`src/rtl/nibble_serial_add_ctrl_pkg.sv`:
```
// Shared definitions for the nibble-serial adder controller.
//   NIBBLE_W : datapath slice width handled by the single ripple adder
//   state_t  : controller state encoding
package nibble_serial_add_ctrl_pkg;

  localparam int NIBBLE_W = 4;

  typedef enum logic [1:0] {
    ST_IDLE = 2'd0,
    ST_RUN  = 2'd1,
    ST_DONE = 2'd2
  } state_t;

endpackage

```
`src/rtl/nibble_serial_add_ctrl_ripple_adder.sv`:
```
// ripple_adder: combinational NIBBLE_W-bit ripple-carry adder.
// Ports:
//   a, b  in   NIBBLE_W  operands
//   cin   in   1         carry in
//   sum   out  NIBBLE_W  a+b+cin, low bits
//   cout  out  1         carry out of the MSB
module ripple_adder
  import nibble_serial_add_ctrl_pkg::*;
(
  input  logic [NIBBLE_W-1:0] a,
  input  logic [NIBBLE_W-1:0] b,
  input  logic                cin,
  output logic [NIBBLE_W-1:0] sum,
  output logic                cout
);

  // Carry rippled through a block-local variable so no vector feeds back on itself.
  always_comb begin : ripple
    logic c;
    c   = cin;
    sum = '0;
    for (int i = 0; i < NIBBLE_W; i++) begin
      sum[i] = a[i] ^ b[i] ^ c;
      c      = (a[i] & b[i]) | (c & (a[i] ^ b[i]));
    end
    cout = c;
  end

endmodule

```
`src/rtl/nibble_serial_add_ctrl.sv`:
```
// nibble_serial_add_ctrl: adds two WIDTH-bit operands with one shared
// 4-bit ripple adder, one nibble per clock, carry chained through a register.
// Ports:
//   clk        in   1      clock
//   rst_n      in   1      async active-low reset
//   in_valid   in   1      operand beat present
//   in_ready   out  1      ready for operands (IDLE)
//   in_a/in_b  in   WIDTH  operands
//   in_cin     in   1      carry into nibble 0
//   out_valid  out  1      result present (DONE)
//   out_ready  in   1      consumer takes result
//   out_sum    out  WIDTH  last completed sum (mod 2^WIDTH)
//   out_cout   out  1      carry out of the MSB nibble
//   busy       out  1      not IDLE
//
// state   | meaning
// IDLE    | waiting for an operand beat
// RUN     | adding one nibble per cycle, LSB first
// DONE    | result presented, waiting for consumer
module nibble_serial_add_ctrl
  import nibble_serial_add_ctrl_pkg::*;
#(
  parameter int WIDTH = 16
) (
  input  logic             clk,
  input  logic             rst_n,
  input  logic             in_valid,
  output logic             in_ready,
  input  logic [WIDTH-1:0] in_a,
  input  logic [WIDTH-1:0] in_b,
  input  logic             in_cin,
  output logic             out_valid,
  input  logic             out_ready,
  output logic [WIDTH-1:0] out_sum,
  output logic             out_cout,
  output logic             busy
);

  localparam int NIBBLES = WIDTH / NIBBLE_W;
  localparam int CNT_W   = (NIBBLES > 1) ? $clog2(NIBBLES) : 1;
  localparam logic [CNT_W-1:0] CNT_LAST = CNT_W'(NIBBLES - 1);

  state_t              state, state_nxt;
  logic [CNT_W-1:0]    cnt;
  logic [WIDTH-1:0]    a_sh, b_sh, res_sh;
  logic                carry;
  logic [NIBBLE_W-1:0] nib_sum;
  logic                nib_cout;
  logic                last_nib;
  logic [WIDTH-1:0]    res_next;

  assign in_ready  = (state == ST_IDLE);
  assign out_valid = (state == ST_DONE);
  assign busy      = (state != ST_IDLE);
  assign last_nib  = (cnt == CNT_LAST);
  assign res_next  = {nib_sum, res_sh[WIDTH-1:NIBBLE_W]};

  ripple_adder u_adder (
    .a    (a_sh[NIBBLE_W-1:0]),
    .b    (b_sh[NIBBLE_W-1:0]),
    .cin  (carry),
    .sum  (nib_sum),
    .cout (nib_cout)
  );

  always_ff @(posedge clk or negedge rst_n) begin
    if (!rst_n) state <= ST_IDLE;
    else        state <= state_nxt;
  end

  always_comb begin
    state_nxt = state;
    case (state)
      ST_IDLE: if (in_valid)  state_nxt = ST_RUN;
      ST_RUN:  if (last_nib)  state_nxt = ST_DONE;
      ST_DONE: if (out_ready) state_nxt = ST_IDLE;
      default:                state_nxt = ST_IDLE;
    endcase
  end

  // out_sum is separate from the working shift register so it keeps the
  // previous result stable while the next operation is in flight.
  always_ff @(posedge clk or negedge rst_n) begin
    if (!rst_n) begin
      cnt      <= '0;
      a_sh     <= '0;
      b_sh     <= '0;
      res_sh   <= '0;
      carry    <= 1'b0;
      out_sum  <= '0;
      out_cout <= 1'b0;
    end else begin
      case (state)
        ST_IDLE: begin
          if (in_valid) begin
            a_sh  <= in_a;
            b_sh  <= in_b;
            carry <= in_cin;
            cnt   <= '0;
          end
        end
        ST_RUN: begin
          a_sh   <= a_sh >> NIBBLE_W;
          b_sh   <= b_sh >> NIBBLE_W;
          res_sh <= res_next;
          carry  <= nib_cout;
          cnt    <= cnt + 1'b1;
          if (last_nib) begin
            out_sum  <= res_next;
            out_cout <= nib_cout;
          end
        end
        default: ;
      endcase
    end
  end

endmodule
```
`config.mk`:
```
export PLATFORM = sky130hd
export DESIGN_NAME = nibble_serial_add_ctrl
export DESIGN_NICKNAME = d
export VERILOG_FILES = /design/src/rtl/nibble_serial_add_ctrl_pkg.sv /design/src/rtl/nibble_serial_add_ctrl_ripple_adder.sv /design/src/rtl/nibble_serial_add_ctrl.sv
export SDC_FILE = /design/constraint.sdc
export NUM_CORES = 1
export LEC_CHECK = 0
export ABC_AREA = 1
export BUFFER_PORTS_ARGS = -buffer_cell sky130_fd_sc_hd__buf_2
export CAP_MARGIN = 10
export CORE_MARGIN = 3
export CORE_UTILIZATION = 52
export CTS_BUF_LIST = sky130_fd_sc_hd__clkbuf_8
export DETAILED_ROUTE_END_ITERATION = 7
export PLACE_DENSITY = 0.84
export SETUP_SLACK_MARGIN = 0.5
export SYNTH_ARGS = -nofsm -noshare
export SYNTH_HDL_FRONTEND = slang
export SYNTH_SLANG_ARGS = --single-unit
```
`constraint.sdc`:
```
create_clock -name clk -period 2.8 [get_ports clk]
set_input_delay 0.14 -clock clk [delete_from_list [all_inputs] [get_ports clk]]
set_output_delay 0.14 -clock clk [all_outputs]
set_load 0.005 [all_outputs]
```
==> results of run 1 <==
-- kinds of logic (layout without fill, tap and decap cells) --
family / Yosys count / in the layout / synth area share
DFF: 66 / 66 / 0.544
AOI/OAI and AO/OA: 36 / 36 / 0.0610
buffers and inverters: 89 / 152 / 0.115
adders and majority gates: 5 / 5 / 0.0305
and+or+nand+nor: 182 / 182 / 0.250
-- worst register-to-register path, delay by kind of cell, from the launching register on --
| kind | cells | cell delay [ns] |
|---|---|---|
| buffers and inverters | 3 | 0.21 |
| AOI/OAI and AO/OA | 1 | 0.14 |
| adders and majority gates | 4 | 1.36 |
| DFF | 1 | 0.41 |
-- cells in the mapped netlist --
library cell               instances  area share
sky130_fd_sc_hd__nand2_1         121        0.15
sky130_fd_sc_hd__o31ai_1           1      0.0025
sky130_fd_sc_hd__nor2_2            2      0.0041
sky130_fd_sc_hd__inv_1            67       0.083
sky130_fd_sc_hd__o21ai_0          17       0.028
sky130_fd_sc_hd__a22oi_1           1      0.0025
sky130_fd_sc_hd__o21ai_1          16       0.026
sky130_fd_sc_hd__nand3_1          56       0.092
sky130_fd_sc_hd__a21oi_1           1      0.0016
sky130_fd_sc_hd__clkbuf_1          6      0.0074
sky130_fd_sc_hd__inv_2             2      0.0025
sky130_fd_sc_hd__fa_1              4       0.026
sky130_fd_sc_hd__buf_1             2      0.0025
sky130_fd_sc_hd__ha_1              1      0.0041
sky130_fd_sc_hd__nor2_1            3      0.0037
sky130_fd_sc_hd__dfrtp_1          66        0.54
sky130_fd_sc_hd__buf_2            12       0.020
-- routing by layer --
| layer | wire (um) | vias to the layer above |
|---|---|---|
| met5 | 0 | - |
| met4 | 125 | 0 |
| met2 | 2960 | 74 |
| met3 | 306 | 10 |
| met1 | 2830 | 1137 |
| li1 | - | 1271 |
-- stage by stage --
| stage | hold WS (ns) | area, um^2 | utilization | instances | power [W] |
|---|---|---|---|---|---|
| after floorplan | -0.156 | 3040 | - | 378 | 0.00293 |
| after global placement | 0.332 | 3360 | 0.604 | 492 | 0.00332 |
| after detailed placement | 0.341 | 3360 | 0.604 | 492 | 0.00341 |
| after CTS | 0.00130 | 3670 | 0.658 | 513 | 0.00443 |
| after global routing | 0.0201 | 3670 | 0.658 | 513 | 0.00483 |
| final | -0.0146 | 3670 | 0.658 | 513 | 0.00439 |
-- flip-flops by register name, indices dropped and copies added, names as in the netlist --
signal    count
out_cout      1
cnt           2
a_sh         16
state         2
carry         1
b_sh         16
res_sh       12
out_sum      16
-- power by group through the flow --
| stage | sequential, W | clock (W) | combinational (W) |
|---|---|---|---|
| 3_5_place_dp | 0.00165 | 0 | 0.00176 |
| 2_1_floorplan | 0.00160 | 0 | 0.00133 |
| 3_3_place_gp | 0.00163 | 0 | 0.00169 |
| 5_1_grt | 0.00168 | 0.00106 | 0.00208 |
| 4_1_cts | 0.00163 | 0.00101 | 0.00178 |
| 6_report | 0.00163 | 0.000998 | 0.00175 |
-- cell type report --
class / instances / area [um^2]
fillers: 485 / 1910
flip-flops and latches: 66 / 1650
multi-input cells: 223 / 1040
repair buffers: 67 / 375
inverters: 69 / 259
clock buffers: 11 / 151
clock inverters: 5 / 100
well taps: 72 / 90.1
-- repair_timing --
action / CTS / global route
setup endpoints to repair: 0 / 2
resized for setup: 0 / 1
hold buffers: 5 / 0
endpoints found under the hold margin: 5 / 0
-- worst max-delay path by stage --
stage | cells after the start | endpoint | start | slack, ns
CTS | 8 | res_sh[15]$_DFFE_PN0P_ | a_sh[0]$_DFFE_PN0P_ | 0.57
floorplan | 8 | res_sh[15]$_DFFE_PN0P_ | a_sh[0]$_DFFE_PN0P_ | 0.72
global route | 8 | res_sh[15]$_DFFE_PN0P_ | a_sh[0]$_DFFE_PN0P_ | 0.51
global placement | 8 | res_sh[15]$_DFFE_PN0P_ | a_sh[0]$_DFFE_PN0P_ | 0.68
detailed placement | 8 | res_sh[15]$_DFFE_PN0P_ | a_sh[0]$_DFFE_PN0P_ | 0.58
finish | 8 | res_sh[15]$_DFFE_PN0P_ | a_sh[0]$_DFFE_PN0P_ | 0.60
==> metrics, run 1 <==
VDD IR-drop max=between 0.0007 and 0.0008 V; internal portion of total power=approximately 0.0027 W; count of cells along the worst register-to-register path=8; Critical Path AT=approximately 2.5 ns; Tcrit/Tclk final=0.784; relative slew slack=0.309; actual slew at the worst max-slew pin=1.04 ns; CP Data Required Time=approximately 3.1 ns; worst reg2reg setup slack=0.60 ns; number of buffer and inverter instances along the worst setup path=3; pre-CTS WS=0.583 ns; Clk Tree Root Cell=sky130_fd_sc_hd__clkbuf_8; Final Max Tran Viols=0; wire length of the first global-routing pass=10.8 mm; starting density of the core=0.545; Setup Viol. Count Final=0; total congestion overflow after global routing=0; Chip Width=82.4 um; failing checks=hold timing; kind of capture point of the worst setup path=flop; unrepaired setup endpoints after global routing=no; clock slew at the register clock pins of the worst setup and hold paths=0.07 ns; result of the run=complete, but fails checks; global-route usage over all layers=0.212; combinational group share of total power=0.400; mean cell area of the mapped netlist=between 8 and 9 um^2; number of warnings issued by yosys=0; final hold slack=-0.0146 ns; number of cell rows=27; number of violations reported at the end of detailed-routing iteration 0=184; flip-flop and latch count after synthesis=66; list of cells traversed by the critical path=fa_1 -> inv_1 -> fa_1 -> inv_1 -> fa_1 -> inv_1 -> fa_1 -> o21ai_1; largest net degree at the start of global routing=77; number of nets at the end of the flow=478; total negative slack=0 ns; number of buffers inserted during clock tree synthesis=9; part of the Yosys area used for sequential elements=0.544; Max Fclk=~0.46 GHz; most prevalent standard cell on the critical path=sky130_fd_sc_hd__fa_1; half-perimeter wire length of the detailed placement result=4.08 mm; number of vias per cell after detailed routing=approximately 4.9; proportion of layout cells with a drive suffix above 1=0.188; Sw Pwr=0.00171 W; Area Growth Syn to Fin=20.7%; number of input and output port buffers inserted=56; gp weighted congestion=0.788; total DRC errors in the routed layout=0; Sinks on Clock Net=66; synthesized netlist net count=420; Most Crowded Layer GR=met2; worst flop-to-flop path endpoint=res_sh[15]$_DFFE_PN0P_; Syn Inst Count=about 380; startpoint of the worst register-to-register path=a_sh[0]$_DFFE_PN0P_; met2 usage=0.341; Clk pwr share=0.228; maximum capacitance violations=0; total vias in the final route=2492; netlist area before placement=3040 um^2; Critical Path Fanout Max=2; Min-Delay Path Class=input pin to async pin; critical path startpoint category=flop; worst-case clock buffer depth=2; cell with the largest stage delay on the worst path=sky130_fd_sc_hd__fa_1; worst clock skew on the final layout=0.00668 ns; ANT cells=0; die area=6790 um^2; setup slack of the critical path after layout=0.604 ns; delay of the slowest cell on the worst path=between 0.4 and 0.5 ns; Final Hold Violating Endpoints=42; maximum level of the CTS H-tree=3; Critical Setup Path Class=flop to flop; sequential group share of total power=0.373; distinct cell type count after synthesis=17; initial antenna violation count=0; leak pwr=between 2 and 2.5 nW; total length of routed wires=6.21 mm; Switching Share=0.390; wire length per cell after detailed routing=12.1 um; core area=5570 um^2; met1 routing resource usage after global routing=0.273; top-level I/O count=57; kind of cell adding the most delay to the critical path=adder cells; met3 usage=0.0542; height of the die=approximately 80 um; commonest non-fill, non-tap cell in the layout=sky130_fd_sc_hd__nand2_1; clock insertion delay at the later pin of the skew report=0.34 ns; buffers inserted by post-CTS timing repair=0; power density over the cells=approximately 1200 nW/um^2; fin crit period=2.20 ns; number of global-route vias before repair=2421; number of antenna-violating nets in the routed design=0; CTS tree=done; total iterations of the first detailed-routing run=4; most frequent cells in the layout=120 x sky130_fd_sc_hd__nand2_1, 67 x sky130_fd_sc_hd__inv_1, 66 x sky130_fd_sc_hd__dfrtp_1
Power figures use the tool's default switching activity.
==> run 2: changes to the inputs <==
Settings changed: PLACE_DENSITY 0.84 to 0.87.
Clock period 2.8 ns to 2 ns, I/O delays scaled along.
==> run 2 against run 1 <==
  * The flow finishes with violations (setup timing)
  * Final area increased by 2.2%
  * Power increased by 38%
  * Clock skew increased by 0.0037 ns
  * Sequential cell count unchanged
  * Non-clock buffer count increased by 9
  * Global-route usage increased by 0.11 points
  * Clock power decreased by 2%
  * Critical path type unchanged
  * Largest cell class unchanged
==> metrics, run 2 (synthesis results as in run 1) <==
kind of cell adding the most delay to the critical path=adder cells; die area=6790 um^2 (unchanged); internal portion of total power=0.00355 W (+33%); worst flop-to-flop path endpoint=res_sh[15]$_DFFE_PN0P_; total length of routed wires=6.34 mm (+2.0%); Sw Pwr=0.00252 W (+47%); Clk pwr share=0.162 (-0.066); Min-Delay Path Class=input pin to flop; total DRC errors in the routed layout=0 (unchanged); Critical Path AT=2.36 ns (-0.10 ns); number of input and output port buffers inserted=56 (unchanged); critical path startpoint category=flop; worst-case clock buffer depth=2 (unchanged); met2 usage=0.361 (+0.0200); met1 routing resource usage after global routing=0.257 (-0.0159); count of cells along the worst register-to-register path=8 (unchanged); Chip Width=82.4 um (unchanged); failing checks=setup timing; clock insertion delay at the later pin of the skew report=0.34 ns (about the same); ANT cells=0 (unchanged); Switching Share=0.415 (+0.0249); total iterations of the first detailed-routing run=4 (unchanged); Final Hold Violating Endpoints=0 (-100%); number of global-route vias before repair=2511 (+3.7%); initial antenna violation count=0 (unchanged); total congestion overflow after global routing=0 (unchanged); CTS tree=done; Area Growth Syn to Fin=23.3%; number of buffer and inverter instances along the worst setup path=3 (unchanged); number of antenna-violating nets in the routed design=0 (unchanged); worst reg2reg setup slack=-0.09 ns (-0.70 ns); number of nets at the end of the flow=487 (+1.9%); number of buffers inserted during clock tree synthesis=9 (unchanged); leak pwr=2.10 nW (+0.78%); number of violations reported at the end of detailed-routing iteration 0=143 (-22%); relative slew slack=0.456 (+0.147); startpoint of the most critical hold path=in_b[1]; startpoint of the worst register-to-register path=a_sh[0]$_DFFE_PN0P_; kind of capture point of the worst setup path=flop; number of vias per cell after detailed routing=4.97 (+2.3%); combinational group share of total power=0.464 (+0.064); proportion of layout cells with a drive suffix above 1=0.218 (+0.0296); core area=5570 um^2 (unchanged); list of cells traversed by the critical path=fa_2 -> inv_2 -> fa_2 -> inv_2 -> fa_2 -> inv_2 -> fa_1 -> o21ai_1; VDD IR-drop max=0.000869 V (+22%); height of the die=82.4 um (unchanged); gp weighted congestion=0.749 (-4.9%); cell with the largest stage delay on the worst path=sky130_fd_sc_hd__fa_1; largest registers=a_sh (16), b_sh (16), out_sum (16); number of cell rows=27 (unchanged); core occupancy in the finished layout=0.672 (+0.0141); sequential group share of total power=0.373 (about the same); CP Data Required Time=2.27 ns (-0.80 ns); half-perimeter wire length of the detailed placement result=4.17 mm (+2.1%); maximum level of the CTS H-tree=3 (unchanged); Sinks on Clock Net=66 (unchanged); Final Max Tran Viols=0 (unchanged); worst clock skew on the final layout=0.0104 ns (+0.00369 ns); starting density of the core=0.545 (unchanged); wire length of the first global-routing pass=10.8 mm (-0.26%); unrepaired setup endpoints after global routing=yes; maximum capacitance violations=0 (unchanged); hold path cells=5; commonest non-fill, non-tap cell in the layout=sky130_fd_sc_hd__nand2_1; Tcrit/Tclk final=1.05 (+0.262); Critical Setup Path Class=flop to flop; actual slew at the worst max-slew pin=0.816 ns (-0.220 ns); global-route usage over all layers=0.213 (+0.00108); Max Fclk=0.478 GHz (+5.0%); Setup Viol. Count Final=2 (+2); top-level I/O count=57 (unchanged); most frequent cells in the layout=118 x sky130_fd_sc_hd__nand2_1, 66 x sky130_fd_sc_hd__dfrtp_1, 64 x sky130_fd_sc_hd__inv_1; Most Crowded Layer GR=met2; power density over the cells=1620 nW/um^2 (+35%); instance area after placement=3420 um^2 (+1.8%); wire length per cell after detailed routing=12.1 um (+0.27%); Critical Path Fanout Max=2 (unchanged); delay of the slowest cell on the worst path=0.42 ns (about the same); Min-Delay Endpoint=b_sh[1]$_DFFE_PN0P_; fin crit period=2.09 ns (-0.104 ns); clock slew at the register clock pins of the worst setup and hold paths=0.08 ns (about the same); largest net degree at the start of global routing=67 (-13%); Clk Tree Root Cell=sky130_fd_sc_hd__clkbuf_8; Final Instance Area=3740 um^2 (+2.2%); met3 usage=0.0564 (+0.00217); result of the run=complete, but fails checks; total vias in the final route=2593 (+4.1%); setup slack of the critical path after layout=-0.0924 ns (-0.696 ns)
==> run 2: worst max path at each step <==
stage	from	to	slack, ns	depth (start not counted)
2_1_floorplan	carry$_DFFE_PN0P_	out_sum[15]$_DFFE_PN0P_	-0.01	8
3_5_place_dp	carry$_DFFE_PN0P_	res_sh[15]$_DFFE_PN0P_	-0.11	8
5_1_grt	a_sh[0]$_DFFE_PN0P_	out_sum[15]$_DFFE_PN0P_	-0.19	8
3_3_place_gp	carry$_DFFE_PN0P_	out_sum[15]$_DFFE_PN0P_	-0.04	8
6_report	a_sh[0]$_DFFE_PN0P_	res_sh[15]$_DFFE_PN0P_	-0.09	8
4_1_cts	a_sh[0]$_DFFE_PN0P_	res_sh[15]$_DFFE_PN0P_	-0.10	8
==> run 2: tightest hold or removal path, delay by kind of cell <==
family,cells,cell delay (ns)
buffers and inverters,2,0.11
and+or+nand+nor,3,0.17
==> run 2: metal layers <==
metal  share of wire  vias to the layer above
met3           0.045                        8
met1            0.44                     1219
li1                -                     1294
met4           0.011                        0
met5               0                        -
met2            0.50                       72
==> run 2: repair_timing <==
item	in CTS	in global routing
hold endpoints to repair	75	0
hold buffers	10	0
resized for setup	4	7
buffers inserted	2	0
pin swaps	5	1
setup endpoints to repair	11	32
==> run 2: through the flow <==
stage / worst slack, ns / instances / TNS (ns) / total power (W) / hold WS, ns
finish: -0.0924 / 522 / -0.177 / 0.00606 / 0.0567
global route: -0.189 / 522 / -0.440 / 0.00666 / 0.0725
CTS: -0.104 / 522 / -0.205 / 0.00605 / 0.0508
detailed placement: -0.109 / 494 / -0.230 / 0.00498 / 0.298
global placement: -0.0410 / 494 / -0.0805 / 0.00483 / 0.292
floorplan: -0.0110 / 378 / -0.0217 / 0.00414 / -0.196
==> run 2: final cells by class <==
type / instances / area (um^2)
clock buffers: 10 / 138
clock inverters: 6 / 33.8
fillers: 447 / 1830
inverters: 69 / 259
multi-input cells: 223 / 1080
flip-flops and latches: 66 / 1650
well taps: 72 / 90.1
repair buffers: 76 / 497
==> run 2: power by group through the flow <==
| stage | registers [W] | logic [W] | clock network (W) |
|---|---|---|---|
| final | 0.00226 | 0.00282 | 0.000983 |
| after global routing | 0.00233 | 0.00328 | 0.00105 |
| after CTS | 0.00226 | 0.00279 | 0.000993 |
| after detailed placement | 0.00229 | 0.00269 | 0 |
| after global placement | 0.00226 | 0.00257 | 0 |
| after floorplan | 0.00224 | 0.00190 | 0 |
